## src/rtl/twophase_pkg.sv

```systemverilog
// rtl/twophase_pkg.sv - shared state type, timeout default and round-robin picker for twophase_tx_arb
package twophase_pkg;

   typedef enum logic {IDLE = 1'b0, WAIT = 1'b1} state_t;

   localparam int TP_DEFAULT_TIMEOUT = 1024;
   localparam int TP_MAX_N           = 32;

   // One-hot grant: first set bit of valid at or above ptr, wrapping at n.
   function automatic logic [TP_MAX_N-1:0] rr_pick(input logic [TP_MAX_N-1:0] valid,
                                                   input logic [4:0]          ptr,
                                                   input int unsigned         n);
      logic [TP_MAX_N-1:0] g;
      logic [5:0]          idx;
      g = '0;
      for (int unsigned k = 0; k < TP_MAX_N; k++) begin
         idx = {1'b0, ptr} + 6'(k);
         if (32'(idx) >= n) idx = idx - 6'(n);
         if (k < n && g == '0 && valid[idx[4:0]]) g[idx[4:0]] = 1'b1;
      end
      return g;
   endfunction

endpackage

```

## src/rtl/tp_ack_sync.sv

```systemverilog
// rtl/tp_ack_sync.sv - two-flop synchroniser for the two-phase ack with toggle event detect
module tp_ack_sync (
   input  logic i_clk,
   input  logic i_rst_n,
   input  logic i_ack,
   output logic o_ack_evt,
   output logic o_ack_lvl
);

   logic r_s1;
   logic r_s2;

   always_ff @(posedge i_clk) begin
      if (!i_rst_n) begin
         r_s1 <= 1'b0;
         r_s2 <= 1'b0;
      end else begin
         r_s1 <= i_ack;
         r_s2 <= r_s1;
      end
   end

   assign o_ack_evt = r_s1 ^ r_s2;
   assign o_ack_lvl = r_s2;

endmodule

```

## src/rtl/twophase_tx_arb.sv

```systemverilog
// rtl/twophase_tx_arb.sv - round-robin arbiter feeding one two-phase link; optional ack timeout via TWOPHASE_ACK_TIMEOUT_EN
module twophase_tx_arb
   import twophase_pkg::*;
#(
   parameter int N           = 4,
   parameter int W           = 8,
   parameter int TIMEOUT_CYC = TP_DEFAULT_TIMEOUT,
   localparam int PW         = $clog2((N > 1) ? N : 2)
) (
   input  logic            clk,
   input  logic            _rst,
   input  logic [N-1:0]    req_valid,
   input  logic [N*W-1:0]  req_data,
   output logic [N-1:0]    req_ready,
   output logic [W-1:0]    tx_data,
   output logic            tx_req,
   input  logic            tx_ack,
   output logic            busy,
   output logic [PW-1:0]   grant_id
`ifdef TWOPHASE_ACK_TIMEOUT_EN
   ,
   input  logic            err_clr,
   output logic            err_timeout
`endif
);

   if (N < 1 || N > TP_MAX_N) begin : g_bad_n
      $error("N must be in 1..32");
   end
   if (TIMEOUT_CYC < 2) begin : g_bad_timeout
      $error("TIMEOUT_CYC must be at least 2");
   end

   state_t               r_state;
   state_t               w_state_nxt;
   logic [PW-1:0]        r_ptr;
   logic [W-1:0]         r_tx_data;
   logic                 r_tx_req;
   logic                 r_busy;
   logic [PW-1:0]        r_grant_id;
   logic [TP_MAX_N-1:0]  w_valid_ext;
   logic [TP_MAX_N-1:0]  w_pick;
   logic [N-1:0]         w_grant;
   logic                 w_do_grant;
   logic [PW-1:0]        w_gidx;
   logic [W-1:0]         w_gdata;
   logic                 w_ack_evt;
   logic                 w_ack_lvl;
   logic                 w_timeout;
   logic                 w_release;

   tp_ack_sync u_ack_sync (
      .i_clk     (clk),
      .i_rst_n   (_rst),
      .i_ack     (tx_ack),
      .o_ack_evt (w_ack_evt),
      .o_ack_lvl (w_ack_lvl)
   );

   // Grant is suppressed while reset is asserted so req_ready reads zero then.
   always_comb begin
      w_valid_ext            = '0;
      w_valid_ext[N-1:0]     = req_valid;
      w_pick                 = rr_pick(w_valid_ext, 5'(r_ptr), 32'(N));
      w_grant                = (r_state == IDLE && _rst) ? w_pick[N-1:0] : '0;
      w_gidx                 = '0;
      w_gdata                = '0;
      for (int i = 0; i < N; i++) begin
         if (w_grant[i]) begin
            w_gidx  = PW'(i);
            w_gdata = req_data[i*W +: W];
         end
      end
   end

   assign w_do_grant = |w_grant;
   assign w_release  = (r_state == WAIT) && (w_ack_evt || w_timeout);

`ifdef TWOPHASE_ACK_TIMEOUT_EN
   localparam int CW = $clog2(TIMEOUT_CYC);
   logic [CW-1:0] r_cnt;
   logic          r_err;

   assign w_timeout   = (r_state == WAIT) && !w_ack_evt && (r_cnt == CW'(TIMEOUT_CYC - 1));
   assign err_timeout = r_err;

   always_ff @(posedge clk) begin
      if (!_rst) begin
         r_cnt <= '0;
         r_err <= 1'b0;
      end else begin
         if (w_do_grant) r_cnt <= '0;
         else if (r_state == WAIT) r_cnt <= r_cnt + 1'b1;
         if (w_timeout) r_err <= 1'b1;
         else if (err_clr) r_err <= 1'b0;
      end
   end
`else
   assign w_timeout = 1'b0;
`endif

   always_comb begin
      w_state_nxt = r_state;
      case (r_state)
         IDLE:    if (w_do_grant) w_state_nxt = WAIT;
         WAIT:    if (w_release) w_state_nxt = IDLE;
         default: w_state_nxt = IDLE;
      endcase
   end

   always_ff @(posedge clk) begin
      if (!_rst) begin
         r_state    <= IDLE;
         r_ptr      <= '0;
         r_tx_data  <= '0;
         r_tx_req   <= 1'b0;
         r_busy     <= 1'b0;
         r_grant_id <= '0;
      end else begin
         r_state <= w_state_nxt;
         if (w_do_grant) begin
            r_tx_data  <= w_gdata;
            r_tx_req   <= ~r_tx_req;
            r_grant_id <= w_gidx;
            r_ptr      <= (32'(w_gidx) == N - 1) ? '0 : w_gidx + 1'b1;
            r_busy     <= 1'b1;
         end else if (w_release) begin
            r_busy <= 1'b0;
         end
      end
   end

   assign req_ready = w_grant;
   assign tx_data   = r_tx_data;
   assign tx_req    = r_tx_req ^ (w_ack_lvl & 1'b0);
   assign busy      = r_busy;
   assign grant_id  = r_grant_id;

endmodule
```

## config.mk

```make
export PLATFORM = sky130hd
export DESIGN_NAME = twophase_tx_arb
export DESIGN_NICKNAME = d
export VERILOG_FILES = /design/src/rtl/twophase_pkg.sv /design/src/rtl/tp_ack_sync.sv /design/src/rtl/twophase_tx_arb.sv
export SDC_FILE = /design/constraint.sdc
export NUM_CORES = 1
export LEC_CHECK = 0
export CORE_MARGIN = 3
export CORE_UTILIZATION = 57
export DETAILED_ROUTE_END_ITERATION = 8
export DONT_BUFFER_PORTS = 1
export PLACE_DENSITY = 0.74
export SYNTH_ARGS = -nofsm -noshare
export SYNTH_HDL_FRONTEND = slang
export SYNTH_SLANG_ARGS = --single-unit
```

## constraint.sdc

```tcl
create_clock -name clk -period 3.3 [get_ports clk]
set_input_delay 0.66 -clock clk [delete_from_list [all_inputs] [get_ports clk]]
set_output_delay 0.66 -clock clk [all_outputs]
set_load 0.01 [all_outputs]
```

==> impl_metrics.py, run 1 <==
metrics = {
    "cts": {
        "cts_tree": "built",
        "cts.clk_slew.worst_paths_ns": 0.10,
        "root_buffer": "clkbuf_4",
        "cts_sinks": 17,
        "ctsHoldBuffers": 0,
        "cts_made_buffers": 3,
        "h-tree-depth": 1,
        "cts_buffer_depth": 2,
        "clkLatencyLatePin_ns": 0.30,
    },
    "final_layout": {
        "regArea_sq_um": 348,
        "diodes": 0,
        "drive_above_1_share_pct": 31.5,
        "nets": 264,
        "syn2layout_area_growth_pct": 21.0,
        "post-route-util_pct": 76.7,
        "fillers": 189,
        "multi_input_comb_area_sq_mm": 0.00137,
    },
    "critical_path": {
        "cp_data_arrival_time_ns": 2.64,
        "rr_startpoint": "r_ptr[0]$_SDFFE_PN0P_",
        "end_kind": "output pin",
        "critPathLaunch": "r_ptr[0]$_SDFFE_PN0P_",
        "cp_max_fo": 8,
        "cp.required_ns": 2.64,
        "reg2reg_setup_slack_ns": 0.28,
        "cp-start-kind": "register",
        "path_class": "register to output pin",
    },
    "timing": {
        "rsz0062_at_grt": "true",
        "maxSlewHeadroom_pct": 57.2,
        "setup_viol": 1,
        "hold_viol": 0,
        "tightest_slew_ns": 0.641,
        "maxSlewViolCount": 0,
        "fin_worst_skew_ns": 0.00314,
        "period_minus_slack_ns": 3.30,
        "whs_ns": 0.480,
        "layout_setup_ws_ns": -0.00363,
        "fin_crit_sh_pct": 100,
        "fmax_mhz": 303,
    },
    "synth": {
        "synth.avg_cell_area_sq_um": 7.96,
        "ys_ff_latch": 17,
        "yosysSeqAreaShare_pct": 20.6,
        "ys.flop_type": "dfxtp_1",
        "synthesis.area_sq_mm": 0.00166,
        "synth_top_cell_area_share_pct": 20.6,
        "synth.area.top_cells": "dfxtp_1, o2111ai_1, ha_1",
        "syn_nets": 255,
        "synth_edf_count": 0,
        "synthCells": 208,
        "synth.distinct_cells": 49,
        "yosysMostFrequentCell": "nor2_1",
        "yosys_warnings": 0,
        "ys_top_cells_by_count": "nor2_1, nand2_1, dfxtp_1, o2111ai_1",
        "async_flop_share_pct": 0,
        "yosys.area.top_type": "dfxtp_1",
    },
    "power_and_ir_drop": {
        "powerDensity_mw_per_mm2": 1190,
        "peakVddDrop_mv": 0.966,
        "report.power.total_mw": 2.38,
        "p_leak_nw": 0.713,
    },
    "placed_design": {
        "post-place-ws_ns": 0.172,
        "numPortBuffers": 0,
        "gp_congestion": 0.866,
        "hpwlAfterDp_um": 3400,
    },
    "global_route": {
        "grt_overflow_total": 0,
        "grt_max_degree": 20,
        "grt_pass1_vias": 1513,
        "grt_pass1_wl_um": 6840,
        "antenna_found_initial": 0,
        "grt_usage_pct": 24.7,
    },
    "floorplanning": {
        "core_sq_mm": 0.00261,
        "die-area_sq_mm": 0.00359,
        "fp.dieW_um": 59.9,
        "start_util_pct": 63.4,
        "rows": 18,
        "die_y_um": 59.9,
        "ios": 55,
    },
    "route": {
        "routedWlPerCell_um": 19.9,
        "vias": 1833,
        "via_per_inst": 7.45,
        "postRouteWirelength_um": 4890,
        "drt_iter0_markers": 180,
        "antenna_left": 0,
        "drc": 0,
        "dr.pass1.iters": 6,
    },
    "job": {
        "drv_cap": 0,
    },
    "min_path": {
        "min-delay-start": "_rst",
        "worstHoldPathType": "primary input to register",
    },
    "status": {
        "status": "complete, but fails checks",
        "violations": "negative setup slack",
    },
}
stage by stage:
| step | cell area (sq um) | TNS, ns | cells |
|---|---|---|---|
| after global placement | 1700 | 0 | 235 |
| after CTS | 1750 | -0.0364 | 239 |
| final | 2000 | -0.00363 | 246 |
| after global routing | 2000 | -0.221 | 246 |
| after floorplan | 1660 | 0 | 208 |
| after detailed placement | 1700 | 0 | 235 |
path summary, 6_finish.rpt:
check | end | cells past startpoint
worst max-delay path | req_ready[2] | 8
worst min-delay path | u_ack_sync.o_ack_lvl$_SDFF_PN0_ | 1
worst max register to register | tx_data[7]$_SDFFE_PN0P_ | 9
worst min register to register | u_ack_sync.o_ack_lvl$_SDFF_PN0_ | 1
power breakdown:
group	switching (mW)	internal (mW)	total [mW]
Clock	0.0671	0.0471	0.114
Combinational	1.08	0.789	1.87
Sequential	0.0963	0.303	0.399
Total	1.25	1.14	2.38
cells in the final DEF, fill, tap and decap left out, drive strengths merged, types with 2 or more instances in the layout:
cell,instances
o21ai,5
nand4,10
o22ai,9
o21a,2
nor2,20
o311a,2
a21o,2
o221a,2
clkbuf,4
o211ai,11
buf,20
a311oi,9
nor3,6
mux2i,5
nand2,18
nand3,5
mux2,5
a21oi,5
and3,2
a31o,2
ha,8
o31a,2
o2111ai,16
dfxtp,17
and2,2
inv,10
state kept, by name, summed over array words and instances (netlist names):
signal and count:
u_ack_sync.o_ack_lvl 1, busy 1, r_ptr 2, tx_req 1, r_state 1, grant_id 2, u_ack_sync.r_s1 1, tx_data 8
worst max-delay path: stages (launching register included):
cell	delay [ns]
dfxtp_4	0.39
buf_8	0.15
mux2i_1	0.39
nor3_4	0.09
o221a_4	0.32
a311oi_4	0.31
nand3_2	0.17
o31a_1	0.33
nor2_2	0.19
cells by family after synthesis:
| group | Yosys count | synth area share [%] |
|---|---|---|
| simple gates | 68 | 19.4 |
| compound gates | 76 | 37.0 |
| xor+xnor | 1 | 0.529 |
| mux | 11 | 8.01 |
| buf+inv | 27 | 8.39 |
| flops | 17 | 20.6 |
| fa+ha+maj | 8 | 6.05 |
metal layers:
metal / global-route usage [%] / wire (um) / up-vias
met5: 0 / 0 / -
met4: 9.18 / 119 / 0
met3: 4.75 / 562 / 15
met2: 34.3 / 2180 / 129
met1: 37.1 / 2030 / 846
li1: - / - / 843
cell type report:
type                       instances  area share (%)
multi-input combinational        164            68.5
sequential                        17            17.4
timing repair buffer              21            8.81
inverter                          10            2.12
tap                               30            1.87
clock buffer                       4            1.31
what timing repair did:
action / in CTS / in global routing
gates resized for setup: 3 / 42
pin swaps: 0 / 8
setup buffers: 0 / 6
gates cloned: 0 / 1
setup endpoints to repair: 3 / 14
hold endpoints to repair: 0 / 0
Note: power is estimated with default switching activity, not from simulation.
==> run 2: changes to the inputs <==
--- a/config.mk
+++ b/config.mk
@@ -5,6 +5,7 @@
 export SDC_FILE = /design/constraint.sdc
 export NUM_CORES = 1
 export LEC_CHECK = 0
+export ABC_AREA = 1
 export CORE_MARGIN = 3
 export CORE_UTILIZATION = 57
 export DETAILED_ROUTE_END_ITERATION = 8
==> run 2 against run 1 <==
The run now ends clean; critical endpoint is now req_ready[3]; synthesized cell count increased by 24%; utilization fell by 9.5 points; die area fell by 5.6%.
==> impl_metrics.py, run 2 <==
metrics = {
    "status": {
        "status": "complete, no violations",
    },
    "critical_path": {
        "worstPathCellList": "inv_4 > ha_1 > nand3_1 > nand2_2 > nor2_4 > nand3_1 > nand2_2 > nor2_4 > nand3_1 > nand2_1 > nor2_4 > nand4_1 > nand2_1 > nand2_4 > inv_4",
        "path_class": "register to output pin",
        "crit_buf_inv": 2,
        "cp_data_arrival_time_ns": 2.41,
        "cp_max_fo": 9,
        "slowest_stage": "dfxtp_4",
        "critPathTopFamily": "simple AND/OR/NAND/NOR gates",
        "cpPeakStageDelay_ns": 0.40,
        "end_kind": "output pin",
        "cp.required_ns": 2.64,
        "cp-start-kind": "register",
    },
    "power_and_ir_drop": {
        "p_leak_nw": 0.932,
        "report.power.total_mw": 1.96,
        "peakVddDrop_mv": 0.765,
        "netSwitchingFraction_pct": 55.8,
        "net-switching-power_mw": 1.10,
        "intPower_mw": 0.868,
        "p_comb_share_pct": 74.1,
        "clkPwrFrac_pct": 5.9,
        "p_seq_share_pct": 20.0,
        "powerDensity_mw_per_mm2": 1160,
    },
    "timing": {
        "period_minus_slack_ns": 3.07,
        "fin_worst_skew_ns": 0.0106,
        "maxSlewViolCount": 0,
        "fin_crit_sh_pct": 92.9,
        "hold_viol": 0,
        "whs_ns": 0.448,
        "setup_viol": 0,
        "fmax_mhz": 326,
        "maxSlewHeadroom_pct": 60.3,
        "tightest_slew_ns": 0.594,
    },
    "cts": {
        "cts_sinks": 17,
        "clkLatencyLatePin_ns": 0.30,
        "root_buffer": "clkbuf_4",
        "cts_buffer_depth": 2,
        "cts_made_buffers": 3,
        "h-tree-depth": 1,
        "cts.clk_slew.worst_paths_ns": 0.11,
        "cts_tree": "built",
        "ctsHoldBuffers": 0,
    },
    "route": {
        "drt_iter0_markers": 55,
        "via_per_inst": 5.00,
        "drc": 0,
        "antenna_left": 0,
        "wl_met3_um": 242,
        "routedWlPerCell_um": 11.6,
        "top_layer": "met4",
        "vias": 1485,
        "drt-met1-wl_um": 1670,
        "postRouteWirelength_um": 3450,
        "met2WireLength_um": 1490,
        "dr.pass1.iters": 4,
    },
    "floorplanning": {
        "core_sq_mm": 0.00252,
        "rows": 18,
        "fp.dieW_um": 58.2,
        "die-area_sq_mm": 0.00339,
        "die_y_um": 58.2,
        "ios": 55,
        "start_util_pct": 61.6,
    },
    "final_layout": {
        "final_cell_mix": "nand2_1, inv_1, nand3_1, nor2_1, dfxtp_1",
        "largest_reg_flops": 8,
        "layout_commonest_cell": "nand2_1",
        "diodes": 0,
        "fillers": 244,
        "final_cells": 297,
        "syn2layout_area_growth_pct": 9.19,
        "nets": 315,
        "drive_above_1_share_pct": 22.1,
    },
    "placed_design": {
        "placed_cells": 289,
        "gp_congestion": 0.830,
        "hpwlAfterDp_um": 2650,
        "numPortBuffers": 0,
    },
    "global_route": {
        "grt_overflow_total": 0,
        "grt_pass1_vias": 1336,
        "grt_pass1_wl_um": 5630,
        "grt_usage_pct": 21.2,
        "antenna_found_initial": 0,
        "grt_max_degree": 19,
    },
    "synth": {
        "ys.flop_type": "dfxtp_1",
        "syn_nets": 304,
        "ys_ff_latch": 17,
        "synth.avg_cell_area_sq_um": 6.04,
        "async_flop_share_pct": 0,
        "yosysSeqAreaShare_pct": 21.9,
        "synth.area.top_cells": "dfxtp_1, nand2_1, nand3_1",
        "synthesis.area_sq_mm": 0.00155,
        "ys_top_cells_by_count": "nand2_1, inv_1, nand3_1, dfxtp_1, nor2_1",
        "synth_top_cell_area_share_pct": 21.9,
        "yosys.area.top_type": "dfxtp_1",
        "synth_edf_count": 0,
        "synth.distinct_cells": 30,
        "yosys_warnings": 0,
        "yosysMostFrequentCell": "nand2_1",
        "synthCells": 257,
    },
    "job": {
        "drv_cap": 0,
    },
    "min_path": {
        "worstHoldPathType": "primary input to register",
    },
}
run 2: routing by layer:
layer,GRT usage [%],vias to the layer above
met2,32.1,36
met3,5.57,4
met1,29.1,627
li1,-,818
met4,7.28,0
met5,0,-
run 2: timing repair:
item,CTS,global route
resized for setup,3,11
endpoints found under the setup margin,2,4
pin swaps,0,2
buffers inserted,0,4
run 2: worst paths after layout:
path / startpoint / to / slack (ns) / cells past startpoint
setup / recovery: r_ptr[0]$_SDFFE_PN0P_ / req_ready[3] / 0.23 / 15
hold / removal: _rst / u_ack_sync.r_s1$_SDFF_PN0_ / 0.45 / 2
setup reg to reg: r_ptr[0]$_SDFFE_PN0P_ / tx_data[1]$_SDFFE_PN0P_ / 0.55 / 21
hold reg to reg: u_ack_sync.r_s1$_SDFF_PN0_ / u_ack_sync.o_ack_lvl$_SDFF_PN0_ / 0.47 / 2
run 2: through the flow:
step / setup slack [ns] / instance area [sq um] / TNS, ns / utilization [%]
3_5_place_dp: 0.205 / 1610 / 0 / 63.7
4_1_cts: 0.0181 / 1640 / 0 / 64.9
6_report: 0.235 / 1700 / 0 / 67.2
3_3_place_gp: 0.272 / 1610 / 0 / 63.7
2_1_floorplan: 0.391 / 1550 / 0 / -
5_1_grt: -0.0245 / 1700 / -0.0389 / 67.2
run 2: logic make-up after synthesis:
family	after synthesis	share of synthesized area (%)
adders and majority gates	8	6.45
AOI/OAI and AO/OA	12	4.27
buffers and inverters	44	11.5
DFF	17	21.9
and+or+nand+nor	175	55.2
muxes	1	0.645
run 2: worst reg2reg max path, stage by stage (launching register included):
cell	delay [ns]
dfxtp_4	0.40
inv_4	0.08
ha_1	0.34
nand3_1	0.12
nand2_2	0.07
nor2_4	0.10
nand3_1	0.10
nand2_2	0.13
nor2_1	0.06
nand3_1	0.07
nand2_2	0.09
inv_1	0.11
nand2_1	0.06
o21bai_1	0.16
nand3_2	0.12
buf_4	0.19
nand2_2	0.12
nor2_4	0.08
nand2_4	0.07
clkinv_4	0.08
nand2_1	0.07
nand2_1	0.05
run 2: area by class of cell:
type	instances	area (sq um)	area share (%)
repair buffers	9	67.6	3.99
well taps	30	37.5	2.21
clock inverters	1	5.00	0.295
clock buffers	3	22.5	1.33
flip-flops and latches	17	348	20.5
inverters	41	164	9.67
multi-input cells	196	1050	62.0
run 2: power groups by stage:
stage | logic [mW] | registers [mW] | clock network (mW)
6_report | 1.46 | 0.393 | 0.117
3_3_place_gp | 1.37 | 0.390 | 0
4_1_cts | 1.38 | 0.388 | 0.120
2_1_floorplan | 1.12 | 0.378 | 0
5_1_grt | 1.68 | 0.403 | 0.129
3_5_place_dp | 1.37 | 0.391 | 0
==> run 3: changes to the inputs <==
--- a/config.mk
+++ b/config.mk
@@ -10,7 +10,7 @@
 export CORE_UTILIZATION = 57
 export DETAILED_ROUTE_END_ITERATION = 8
 export DONT_BUFFER_PORTS = 1
-export PLACE_DENSITY = 0.74
+export PLACE_DENSITY = 0.75
 export SYNTH_ARGS = -nofsm -noshare
 export SYNTH_HDL_FRONTEND = slang
 export SYNTH_SLANG_ARGS = --single-unit
==> run 3 against run 2 <==
Utilization grew 1.8 points; combinational power is essentially flat; critical path type unchanged; clock skew shrank 0.0034 ns.
==> impl_metrics.py, run 3 (synthesis results as in run 2) <==
metrics = {
    "status": {
        "status": "complete, no violations",
    },
    "power_and_ir_drop": {
        "p_leak_nw": 0.935,
        "peakVddDrop_mv": 0.747,
        "powerDensity_mw_per_mm2": 1150,
    },
    "min_path": {
        "hold-path-cell-count": 2,
        "min_to": "u_ack_sync.r_s1$_SDFF_PN0_",
        "min-delay-start": "_rst",
        "worstHoldPathType": "primary input to register",
    },
    "critical_path": {
        "cp_common_cell": "nand3_1",
        "cp_max_fo": 6,
        "end_kind": "output pin",
        "rr_startpoint": "r_ptr[1]$_SDFFE_PN0P_",
        "worstPathCellList": "clkinvlp_4 > buf_4 > buf_4 > nand3_1 > nand3_2 > nand3_1 > nand3_2 > nor2_4 > nand3_1 > nand2_1 > nor2_4 > nand4_1 > nand3_1 > inv_1",
        "path_class": "register to output pin",
        "slowest_stage": "dfxtp_4",
        "cp_data_arrival_time_ns": 2.54,
        "timing.rr.end": "tx_data[2]$_SDFFE_PN0P_",
        "cp.required_ns": 2.64,
        "reg2reg_setup_slack_ns": 0.38,
        "cpPeakStageDelay_ns": 0.40,
        "r2r_cells": 21,
        "cp-start-kind": "register",
        "critPathTopFamily": "simple AND/OR/NAND/NOR gates",
        "crit_cells": 14,
        "crit_buf_inv": 4,
    },
    "cts": {
        "ctsHoldBuffers": 0,
        "root_buffer": "clkbuf_4",
        "cts_buffer_depth": 2,
        "cts_made_buffers": 3,
        "h-tree-depth": 1,
        "cts_sinks": 17,
        "cts_tree": "built",
        "cts.clk_slew.worst_paths_ns": 0.11,
        "clkLatencyLatePin_ns": 0.30,
    },
    "route": {
        "drc": 0,
        "dr.pass1.iters": 4,
        "antenna_left": 0,
        "postRouteWirelength_um": 3640,
        "drt_iter0_markers": 50,
        "routedWlPerCell_um": 12.2,
        "vias": 1526,
        "via_per_inst": 5.12,
    },
    "floorplanning": {
        "ios": 55,
        "rows": 18,
        "fp.dieW_um": 58.2,
        "die_y_um": 58.2,
        "core_sq_mm": 0.00252,
        "start_util_pct": 61.6,
        "die-area_sq_mm": 0.00339,
    },
    "job": {
        "drv_cap": 0,
    },
    "placed_design": {
        "gp_congestion": 0.816,
        "placed_cells": 288,
        "hpwlAfterDp_um": 2660,
        "numPortBuffers": 0,
        "post-place-ws_ns": 0.214,
    },
    "timing": {
        "fmax_mhz": 312,
        "whs_ns": 0.450,
        "maxSlewHeadroom_pct": 63.1,
        "layout_setup_ws_ns": 0.0973,
        "maxSlewViolCount": 0,
        "hold_viol": 0,
        "setup_viol": 0,
        "tightest_slew_ns": 0.551,
        "fin_crit_sh_pct": 97.1,
        "fin_worst_skew_ns": 0.00727,
        "period_minus_slack_ns": 3.20,
    },
    "final_layout": {
        "drive_above_1_share_pct": 23.5,
        "fillers": 241,
        "diodes": 0,
        "nets": 316,
        "layout_commonest_cell": "nand2_1",
        "final_cell_mix": "nand2_1, inv_1, nand3_1, nor2_1, dfxtp_1",
        "syn2layout_area_growth_pct": 12.2,
        "final_cells": 298,
        "largest_reg_flops": 8,
    },
    "global_route": {
        "antenna_found_initial": 0,
        "grt_usage_pct": 20.4,
        "grt_overflow_total": 0,
        "grt_pass1_vias": 1333,
        "grt_pass1_wl_um": 5550,
        "grt_max_degree": 19,
    },
}
-- run 3: cell count changes in the layout (fill, tap and decap cells not counted), sizes merged --
| cell | previous run | this run |
|---|---|---|
| clkinvlp | 0 | 2 |
| buf | 9 | 10 |
| clkinv | 2 | 1 |
| inv | 40 | 39 |
-- run 3: worst max path at each step --
stage | start | to | slack (ns)
after detailed placement | r_ptr[1]$_SDFFE_PN0P_ | req_ready[3] | 0.21
after floorplan | r_ptr[0]$_SDFFE_PN0P_ | req_ready[0] | 0.39
after CTS | r_ptr[1]$_SDFFE_PN0P_ | req_ready[3] | 0.008
after global routing | r_ptr[1]$_SDFFE_PN0P_ | req_ready[3] | -0.09
final | r_ptr[1]$_SDFFE_PN0P_ | req_ready[2] | 0.1
after global placement | r_ptr[1]$_SDFFE_PN0P_ | req_ready[3] | 0.27
-- run 3: final cells by class --
class	instances	area (sq um)	area share [%]
tap	30	37.5	2.16
clock inverter	1	7.51	0.431
inverter	41	168	9.63
timing repair buffer	10	75.1	4.31
clock buffer	3	22.5	1.29
multi-input combinational	196	1090	62.4
sequential	17	345	19.8
-- run 3: timing repair --
action | 4_1_cts | 5_1_grt
cloned | 0 | 0
pin swaps | 0 | 1
setup buffers | 0 | 6
setup endpoints to repair | 2 | 4
resized for setup | 3 | 16
-- run 3: metrics by stage --
| step | instance area, sq um | total power [mW] | utilization, % | TNS (ns) |
|---|---|---|---|---|
| final | 1740 | 2.00 | 69.0 | 0 |
| after global routing | 1740 | 2.23 | 69.0 | -0.276 |
| after CTS | 1630 | 1.88 | 64.7 | 0 |
| after detailed placement | 1600 | 1.75 | 63.4 | 0 |
| after global placement | 1600 | 1.75 | 63.4 | 0 |
| after floorplan | 1550 | 1.50 | - | 0 |
-- run 3: power breakdown --
part	internal, mW	total (mW)	switching [mW]
clock network	0.0461	0.120	0.0735
logic	0.534	1.49	0.952
registers	0.300	0.393	0.0934
total	0.880	2.00	1.12
-- run 3: routing by layer --
layer  up-vias  track usage [%]  routed length (um)
li1        820                -                   -
met2        46             31.5                1700
met4         0             4.64                  23
met5         -                0                   0
met1       658             27.4                1620
met3         2             7.13                 293
